File: src/rtl/ip_yuv444to422.sv
// ip_yuv444to422: YCbCr 4:4:4 to line-synchronous 4:2:2 converter.
// One chroma sample per pixel slot: even slots carry the first chroma, odd slots the second
// chroma of the preceding even pixel. Every output trails its input pixel by 2 clk.
// Build option: define YUV422_FILT_EN for the [1 2 1]/4 horizontal chroma filter
// (co-sited on even pixels); left undefined, chroma is plainly decimated.
module ip_yuv444to422 #(
  parameter int unsigned DAT_SZ = 10
) (
  input  logic              clk,
  input  logic              rst_n,
  input  logic              i_href,
  input  logic              i_hstr,
  input  logic              i_hend,
  input  logic [DAT_SZ-1:0] i_data_y,
  input  logic [DAT_SZ-1:0] i_data_cb,
  input  logic [DAT_SZ-1:0] i_data_cr,
  input  logic              i_c_swap,
  output logic              o_href,
  output logic              o_hstr,
  output logic              o_hend,
  output logic              o_c_sel,
  output logic [DAT_SZ-1:0] o_data_y,
  output logic [DAT_SZ-1:0] o_data_c
);

  // Idle: stage 1 empty. Active: stage 1 holds a pixel whose successor is still unknown.
  // Flush: stage 1 holds the pixel marked by i_hend.
  typedef enum logic [1:0] {StIdle, StActive, StFlush} state_e;

  state_e state_q, state_d;

  // Stage 1: the pixel currently being filtered
  logic [DAT_SZ-1:0] s1_y_q, s1_y_d, s1_cb_q, s1_cb_d, s1_cr_q, s1_cr_d;
  logic              s1_par_q, s1_par_d, s1_hstr_q, s1_hstr_d, s1_swap_q, s1_swap_d;

  // Second-chroma result of the even pixel, replayed in the following odd slot
  logic [DAT_SZ-1:0] hold_q, hold_d;

  // Output registers
  logic              href_q, href_d, hstr_q, hstr_d, hend_q, hend_d, sel_q, sel_d;
  logic [DAT_SZ-1:0] y_q, y_d, c_q, c_d;

  logic              s1_vld, cont, take, last;
  logic [DAT_SZ-1:0] f_cb, f_cr, first_f, second_f;

`ifdef YUV422_FILT_EN
  localparam logic [DAT_SZ+1:0] Rnd = (DAT_SZ+2)'(2);

  // Left taps x[k-1]; replicate x[0] at line start
  logic [DAT_SZ-1:0] prev_cb_q, prev_cb_d, prev_cr_q, prev_cr_d;
  logic [DAT_SZ-1:0] nxt_cb, nxt_cr;
  logic [DAT_SZ+1:0] sum_cb, sum_cr;
`endif

  // Line tracking, stage-1 capture and chroma selection
  always_comb begin
    s1_vld = (state_q != StIdle);
    // Input is the next pixel of the line held in stage 1
    cont   = (state_q == StActive) && i_href && !i_hstr;
    take   = i_href && (i_hstr || (state_q == StActive));
    // Stage-1 pixel ends its line: hend seen, href dropped, or a new line started
    last   = (state_q == StFlush) || ((state_q == StActive) && !cont);

    state_d   = take ? (i_hend ? StFlush : StActive) : StIdle;
    s1_y_d    = s1_y_q;
    s1_cb_d   = s1_cb_q;
    s1_cr_d   = s1_cr_q;
    s1_par_d  = s1_par_q;
    s1_hstr_d = s1_hstr_q;
    s1_swap_d = s1_swap_q;
    if (take) begin
      s1_y_d    = i_data_y;
      s1_cb_d   = i_data_cb;
      s1_cr_d   = i_data_cr;
      s1_hstr_d = i_hstr;
      s1_par_d  = i_hstr ? 1'b0 : !s1_par_q;
      s1_swap_d = i_hstr ? i_c_swap : s1_swap_q;
    end

`ifdef YUV422_FILT_EN
    prev_cb_d = prev_cb_q;
    prev_cr_d = prev_cr_q;
    if (take) begin
      prev_cb_d = i_hstr ? i_data_cb : s1_cb_q;
      prev_cr_d = i_hstr ? i_data_cr : s1_cr_q;
    end
    // Right tap replicates the current pixel when it is the last of its line
    nxt_cb = cont ? i_data_cb : s1_cb_q;
    nxt_cr = cont ? i_data_cr : s1_cr_q;
    sum_cb = {2'b00, prev_cb_q} + {1'b0, s1_cb_q, 1'b0} + {2'b00, nxt_cb} + Rnd;
    sum_cr = {2'b00, prev_cr_q} + {1'b0, s1_cr_q, 1'b0} + {2'b00, nxt_cr} + Rnd;
    f_cb   = sum_cb[DAT_SZ+1:2];
    f_cr   = sum_cr[DAT_SZ+1:2];
`else
    f_cb = s1_cb_q;
    f_cr = s1_cr_q;
`endif

    first_f  = s1_swap_q ? f_cr : f_cb;
    second_f = s1_swap_q ? f_cb : f_cr;
  end

  // Output stage: emit the stage-1 pixel; odd slots replay the held second chroma
  always_comb begin
    href_d = s1_vld;
    hstr_d = s1_vld && s1_hstr_q;
    hend_d = s1_vld && last;
    sel_d  = s1_vld && (s1_par_q ^ s1_swap_q);
    y_d    = s1_vld ? s1_y_q : '0;
    c_d    = '0;
    hold_d = hold_q;
    if (s1_vld) begin
      c_d = s1_par_q ? hold_q : first_f;
      if (!s1_par_q) hold_d = second_f;
    end
  end

  // State, pipeline and output registers
  always_ff @(posedge clk or negedge rst_n) begin
    if (!rst_n) begin
      state_q   <= StIdle;
      s1_y_q    <= '0;
      s1_cb_q   <= '0;
      s1_cr_q   <= '0;
      s1_par_q  <= 1'b0;
      s1_hstr_q <= 1'b0;
      s1_swap_q <= 1'b0;
      hold_q    <= '0;
      href_q    <= 1'b0;
      hstr_q    <= 1'b0;
      hend_q    <= 1'b0;
      sel_q     <= 1'b0;
      y_q       <= '0;
      c_q       <= '0;
    end else begin
      state_q   <= state_d;
      s1_y_q    <= s1_y_d;
      s1_cb_q   <= s1_cb_d;
      s1_cr_q   <= s1_cr_d;
      s1_par_q  <= s1_par_d;
      s1_hstr_q <= s1_hstr_d;
      s1_swap_q <= s1_swap_d;
      hold_q    <= hold_d;
      href_q    <= href_d;
      hstr_q    <= hstr_d;
      hend_q    <= hend_d;
      sel_q     <= sel_d;
      y_q       <= y_d;
      c_q       <= c_d;
    end
  end

`ifdef YUV422_FILT_EN
  // Left filter taps
  always_ff @(posedge clk or negedge rst_n) begin
    if (!rst_n) begin
      prev_cb_q <= '0;
      prev_cr_q <= '0;
    end else begin
      prev_cb_q <= prev_cb_d;
      prev_cr_q <= prev_cr_d;
    end
  end
`endif

  assign o_href   = href_q;
  assign o_hstr   = hstr_q;
  assign o_hend   = hend_q;
  assign o_c_sel  = sel_q;
  assign o_data_y = y_q;
  assign o_data_c = c_q;

endmodule

File: config.mk
export PLATFORM = sky130hd
export DESIGN_NAME = ip_yuv444to422
export DESIGN_NICKNAME = d
export VERILOG_FILES = /design/src/rtl/ip_yuv444to422.sv
export SDC_FILE = /design/constraint.sdc
export NUM_CORES = 1
export LEC_CHECK = 0
export ABC_AREA = 0
export CAP_MARGIN = 20
export CORE_ASPECT_RATIO = 1.5
export CORE_MARGIN = 3
export CORE_UTILIZATION = 32
export DETAILED_ROUTE_END_ITERATION = 8
export GPL_TIMING_DRIVEN = 0
export SLEW_MARGIN = 20
export SYNTH_ARGS = -nofsm -noshare
export SYNTH_HDL_FRONTEND = slang
export SYNTH_SLANG_ARGS = --single-unit
File: constraint.sdc
create_clock -name clk -period 1.5 [get_ports clk]
set_clock_uncertainty 0.1 [all_clocks]
set_input_delay 0.15 -clock clk [delete_from_list [all_inputs] [get_ports clk]]
set_output_delay 0.15 -clock clk [all_outputs]
set_load 0.05 [all_outputs]
; Word-level counts from Yosys, hierarchy flattened
; Cells that the tools add are included.
[classes]
reduce_logical = 15
n_div = 0
n_shift = 0
magnitude_cmp = 0
n_mul = 0
n_mux = 8
n_bitwise = 2
add_sub_neg = 0
n_eq_ne = 2
[ops]
columns = op, n
row1 = $mux W10, 5
row2 = $logic_and A1 B1 Y1, 7
row3 = $mux W2, 2
row4 = $reduce_and A2 Y1, 2
row5 = $logic_not A1 Y1, 3
row6 = $eq A2 B1 Y1 const B, 1
row7 = $eq A2 B2 Y1 const B, 1
row8 = $logic_or A1 B1 Y1, 2
row9 = $reduce_bool A2 Y1, 1
row10 = $mux W1, 1
row11 = $not A1 Y1, 1
row12 = $xor A1 B1 Y1, 1
[totals]
output_inout_bits = 24
reg_bits = 69
elab_cells = 41
inputBits = 36
latchBits = 0
ram_bits = 0
n_memories = 0
rom_bits = 0

; Logic depth before layout (Yosys ltp)
[logic_depth]
depth_word = 7
mapped_depth = 5
ltp_nobuf = 3

; Least setup slack after synthesis
; Ideal clock, no wire load.
[synth_timing]
path_type = flip-flop to flip-flop
from = register state_q[0]
to = register s1_cb_q[0] (netlist: f_cb[0])
arrival_ns = 1.221
path_slack_ns = 0.054
path_buffers = 1
required_time_ns = 1.275
stages_incl_launch_ff = 5
synth_period_minus_slack_ns = 1.446
path_cell_list = dfrtp_1 nor2b_4 o21ai_4 buf_6 mux2_4
[synth_via]
elab_chain_cells = 3
[synth_lines]
columns = element, line_no
row1 = "start, declared", 30  ; state_e state_q, state_d;
row2 = "start signal, assigned", 121  ; state_q <= StIdle;
row3 = "start signal, assigned", 136  ; state_q <= state_d;
row4 = $eq A2 B1 Y1, 60  ; take = i_href && (i_hstr || (state_q == StActive));
row5 = $logic_or A1 B1 Y1, 60
row6 = $logic_and A1 B1 Y1, 60
row7 = "end signal, assigned", 123  ; s1_cb_q <= '0;
row8 = "end signal, assigned", 138  ; s1_cb_q <= s1_cb_d;
row9 = "end, declared", 33  ; logic [DAT_SZ-1:0] s1_y_q, s1_y_d, s1_cb_q, s1_cb_d, s1_cr_q, s1_cr_d;
; Every way passes these cells.
; A chain may end at the register's enable or synchronous reset.

; Worst setup path after layout
[layout_timing]
from = register state_q[0]
to = register s1_y_q[6]
[layout_via]
elab_chain_cells = 3
[layout_lines]
columns = element, line_no
row1 = $eq A2 B1 Y1, 60
row2 = $logic_or A1 B1 Y1, 60
row3 = $logic_and A1 B1 Y1, 60
row4 = "end signal, assigned", 137  ; s1_y_q <= s1_y_d;
row5 = "end, declared", 33
; Every way passes these cells.

==> run_results.csv <==
group,metric,value,unit
status,outcome,"finished with violations",
status,violations,"setup timing",
floorplan,start_util,33.6,%
synthesis,yosysWarnings,0,
cts,cts_tree,"yes",
timing,maxSlewHeadroom,66.7,%
power_and_ir_drop,p_seq_share,40.5,%
power_and_ir_drop,p_sw,1.44,mW
finish,syn_to_final_growth,40.0,%
floorplan,std_cell_rows,41,
routing,routed_wl,5970,um
global_route,antenna_found_initial,0,
placement,dp_hpwl,4010,um
timing,slew_viol_final,0,
floorplan,dieArea,10200,um^2
cts,root_buffer,"clkbuf_16",
critical_path,critPathArrivalTime,1.65,ns
routing,vias,1825,
floorplan,io_pins,60,
global_route,grt_pass1_wl,9380,um
finish,regArea,1730,um^2
power_and_ir_drop,clockPowerShare,40.2,%
finish,nets,324,
power_and_ir_drop,ir_worst_vdd,0.000757,V
min_path,hp-class,"input port to async pin",
routing,viasPerCell,4.56,
timing,setup_viol,26,
synthesis,synth_compound_area_share,5.31,%
timing,setup_ws,-0.0417,ns
floorplan,die_w,83.4,um
floorplan,coreArea,8570,um^2
synthesis,synthAdderAreaFrac,0,%
critical_path,end_kind,"flip-flop",
power_and_ir_drop,p_sw_share,25.5,%
critical_path,critical_path_required,1.61,ns
critical_path,critical_path_class,"flip-flop to flip-flop",
timing,finalHoldViolations,0,
timing,worstMarginPinSlew,0.502,ns
cts,h-tree-depth,3,
synthesis,netlist_instances,212,
global_route,grt_use_total,12.1,%
timing,grt_setup_unrepaired,"yes",
finish,instances_no_fill,400,
power_and_ir_drop,powerDensity,1400,nW/um^2
finish,antenna_cells,0,
cts,clock-sinks,69,
finish,drive_gt1_share,22.5,%
finish,num-fill-cells,777,
power_and_ir_drop,p_total,5.65,mW
synthesis,synth_simple_gate_area_share,8.62,%
routing,drc,0,
timing,fin_crit_sh,103,%
timing,fmax,0.649,GHz
global_route,overflow,0,
routing,drt_iter0_markers,73,
synthesis,ys_seq_area_share,60.1,%
synthesis,synthXorXnorAreaFrac,0.305,%
global_route,grt_max_degree,42,
cts,cts_buffer_depth,2,
floorplan,die_y,122,um
global_route,grt_pass1_vias,1905,
cts,cts_inserted_buffers,9,
cts,clk_pin_slew_worst_paths,0.05,ns
job,maxCapViolations,0,
placement,gp_congestion,0.736,
power_and_ir_drop,leakagePower,1.98,nW
synthesis,avgSynthCellArea,13.6,um^2
placement,port-buffer-count,59,
timing,fin_crit,1.54,ns
synthesis,synth-seq-cells,69,
synthesis,synthDistinctLibCells,21,
cts,clk_latency,0.32,ns
finish,multiInputGateArea,1070,um^2
placement,place_inst,379,
power_and_ir_drop,pwr-share-comb,19.2,%
routing,firstDrtPassIters,4,
critical_path,cp_max_fo,10,
routing,ant_nets,0,
synthesis,synth_mux_area_share,22.6,%
critical_path,cp-start-kind,"flip-flop",
synthesis,synth_nets,248,
synthesis,synth_top_family_by_area,"multiplexers",
synthesis,synth_area,2880,um^2
power_and_ir_drop,intPower,4.21,mW
routing,wl_per_cell,14.9,um
-- layout by cell type, fill, tap and decap left out, types with 4 or more instances in the layout --
| cell type | synthesis | layout |
|---|---|---|
| o21ai_0 | 22 | 22 |
| mux2_4 | 27 | 28 |
| inv_1 | 4 | 4 |
| buf_12 | 0 | 5 |
| clkbuf_16 | 0 | 10 |
| clkdlybuf4s50_1 | 0 | 34 |
| nand2_1 | 22 | 22 |
| and2_1 | 10 | 10 |
| dlygate4sd2_1 | 0 | 24 |
| dfrtp_1 | 69 | 69 |
| nor2b_1 | 11 | 11 |
| mux2i_1 | 20 | 20 |
-- power by group through the flow --
| stage | registers, mW | logic (mW) | clock network [mW] |
|---|---|---|---|
| global route | 2.32 | 1.18 | 2.41 |
| floorplan | 2.50 | 0.529 | 0 |
| CTS | 2.29 | 1.07 | 2.33 |
| global placement | 2.32 | 1.08 | 0 |
| detailed placement | 2.33 | 1.10 | 0 |
| finish | 2.29 | 1.09 | 2.28 |
-- critical path: stages (launching register included) --
cell and delay [ns]:
dfrtp_1 0.41, nor2b_4 0.16, o21ai_4 0.14, buf_12 0.15
buf_12 0.15, mux2_4 0.30
-- flip-flops by register name, summed over array words and instances (netlist names) --
signal and flops:
o_data_c 10, s1_par_q 1, f_cb 10, o_href 1
s1_hstr_q 1, s1_y_q 10, o_hend 1, o_hstr 1
hold_q 10, state_q 2, o_c_sel 1, f_cr 10
s1_swap_q 1, o_data_y 10
-- worst paths after layout --
check / to / startpoint / cells after the start / slack (ns)
setup reg to reg: s1_y_q[6] / state_q[0] / 5 / -0.04
setup / recovery: s1_y_q[6] / state_q[0] / 5 / -0.04
min in group clk: state_q[1] / i_hend / 3 / 0.30
hold / removal: f_cr[4] / rst_n / 2 / 0.19
max in group asynchronous: hold_q[2] / rst_n / 3 / 0.56
hold reg to reg: hold_q[3] / hold_q[3] / 2 / 0.38
-- metal layers --
layer  share of wire (%)  global-route usage [%]  vias to the layer above
met3                 4.6                    2.37                       12
met4                 2.8                    7.67                        0
met5                   0                       0                        -
met2                  51                    20.3                       45
li1                    -                       -                      866
met1                  41                    14.1                      902
-- through the flow --
stage          util [%]  setup WS [ns]  instance area, um^2  hold WS (ns)  setup TNS (ns)
5_1_grt            47.0        -0.0833                 4030         0.229           -1.85
3_3_place_gp       42.0          -2.16                 3600         0.362         -158.03
3_5_place_dp       42.2         -0.309                 3620       0.00253           -9.04
4_1_cts            45.9        -0.0541                 3930         0.206           -1.31
2_1_floorplan         -         0.0544                 2880        -0.246               0
6_report           47.0        -0.0417                 4030         0.195          -0.649
-- layout make-up --
class,instances,area share [%]
Clock inverter,4,1.74
Clock buffer,12,6.37
Sequential cell,69,42.9
Buffer,12,2.61
Inverter,4,0.373
Timing Repair Buffer,65,16.2
Tap cell,107,3.33
Multi-Input combinational cell,127,26.5
-- cells in the mapped netlist --
master / instances / area, um^2
clkbuf_1: 6 / 22.5
inv_1: 4 / 15.0
xnor2_1: 1 / 8.76
nor2b_4: 1 / 13.8
nor2_1: 4 / 15.0
o21bai_1: 1 / 7.51
o21ai_0: 22 / 110
a22o_1: 1 / 8.76
mux2_4: 27 / 405
nand2_1: 22 / 82.6
buf_2: 2 / 10.0
o21ai_4: 1 / 16.3
mux2i_1: 20 / 200
dfrtp_1: 69 / 1730
mux2_2: 4 / 45.0
nor2b_1: 11 / 68.8
a22o_2: 1 / 10.0
buf_6: 3 / 33.8
buf_4: 1 / 7.51
and2_1: 10 / 62.6
nor3_1: 1 / 5.00
-- logic make-up after synthesis --
kind of cell,Yosys count
mux,51
buf+inv,16
simple gates,49
flops,69
xor+xnor,1
compound gates,26
-- timing repair --
item	in CTS	in global routing
cloned	0	1
hold buffers	1	0
endpoints found under the hold margin	28	0
pin swaps	1	1
gates resized for setup	25	16
setup endpoints to repair	70	49
buffers inserted	1	2
(Power assumes the default switching activity.)
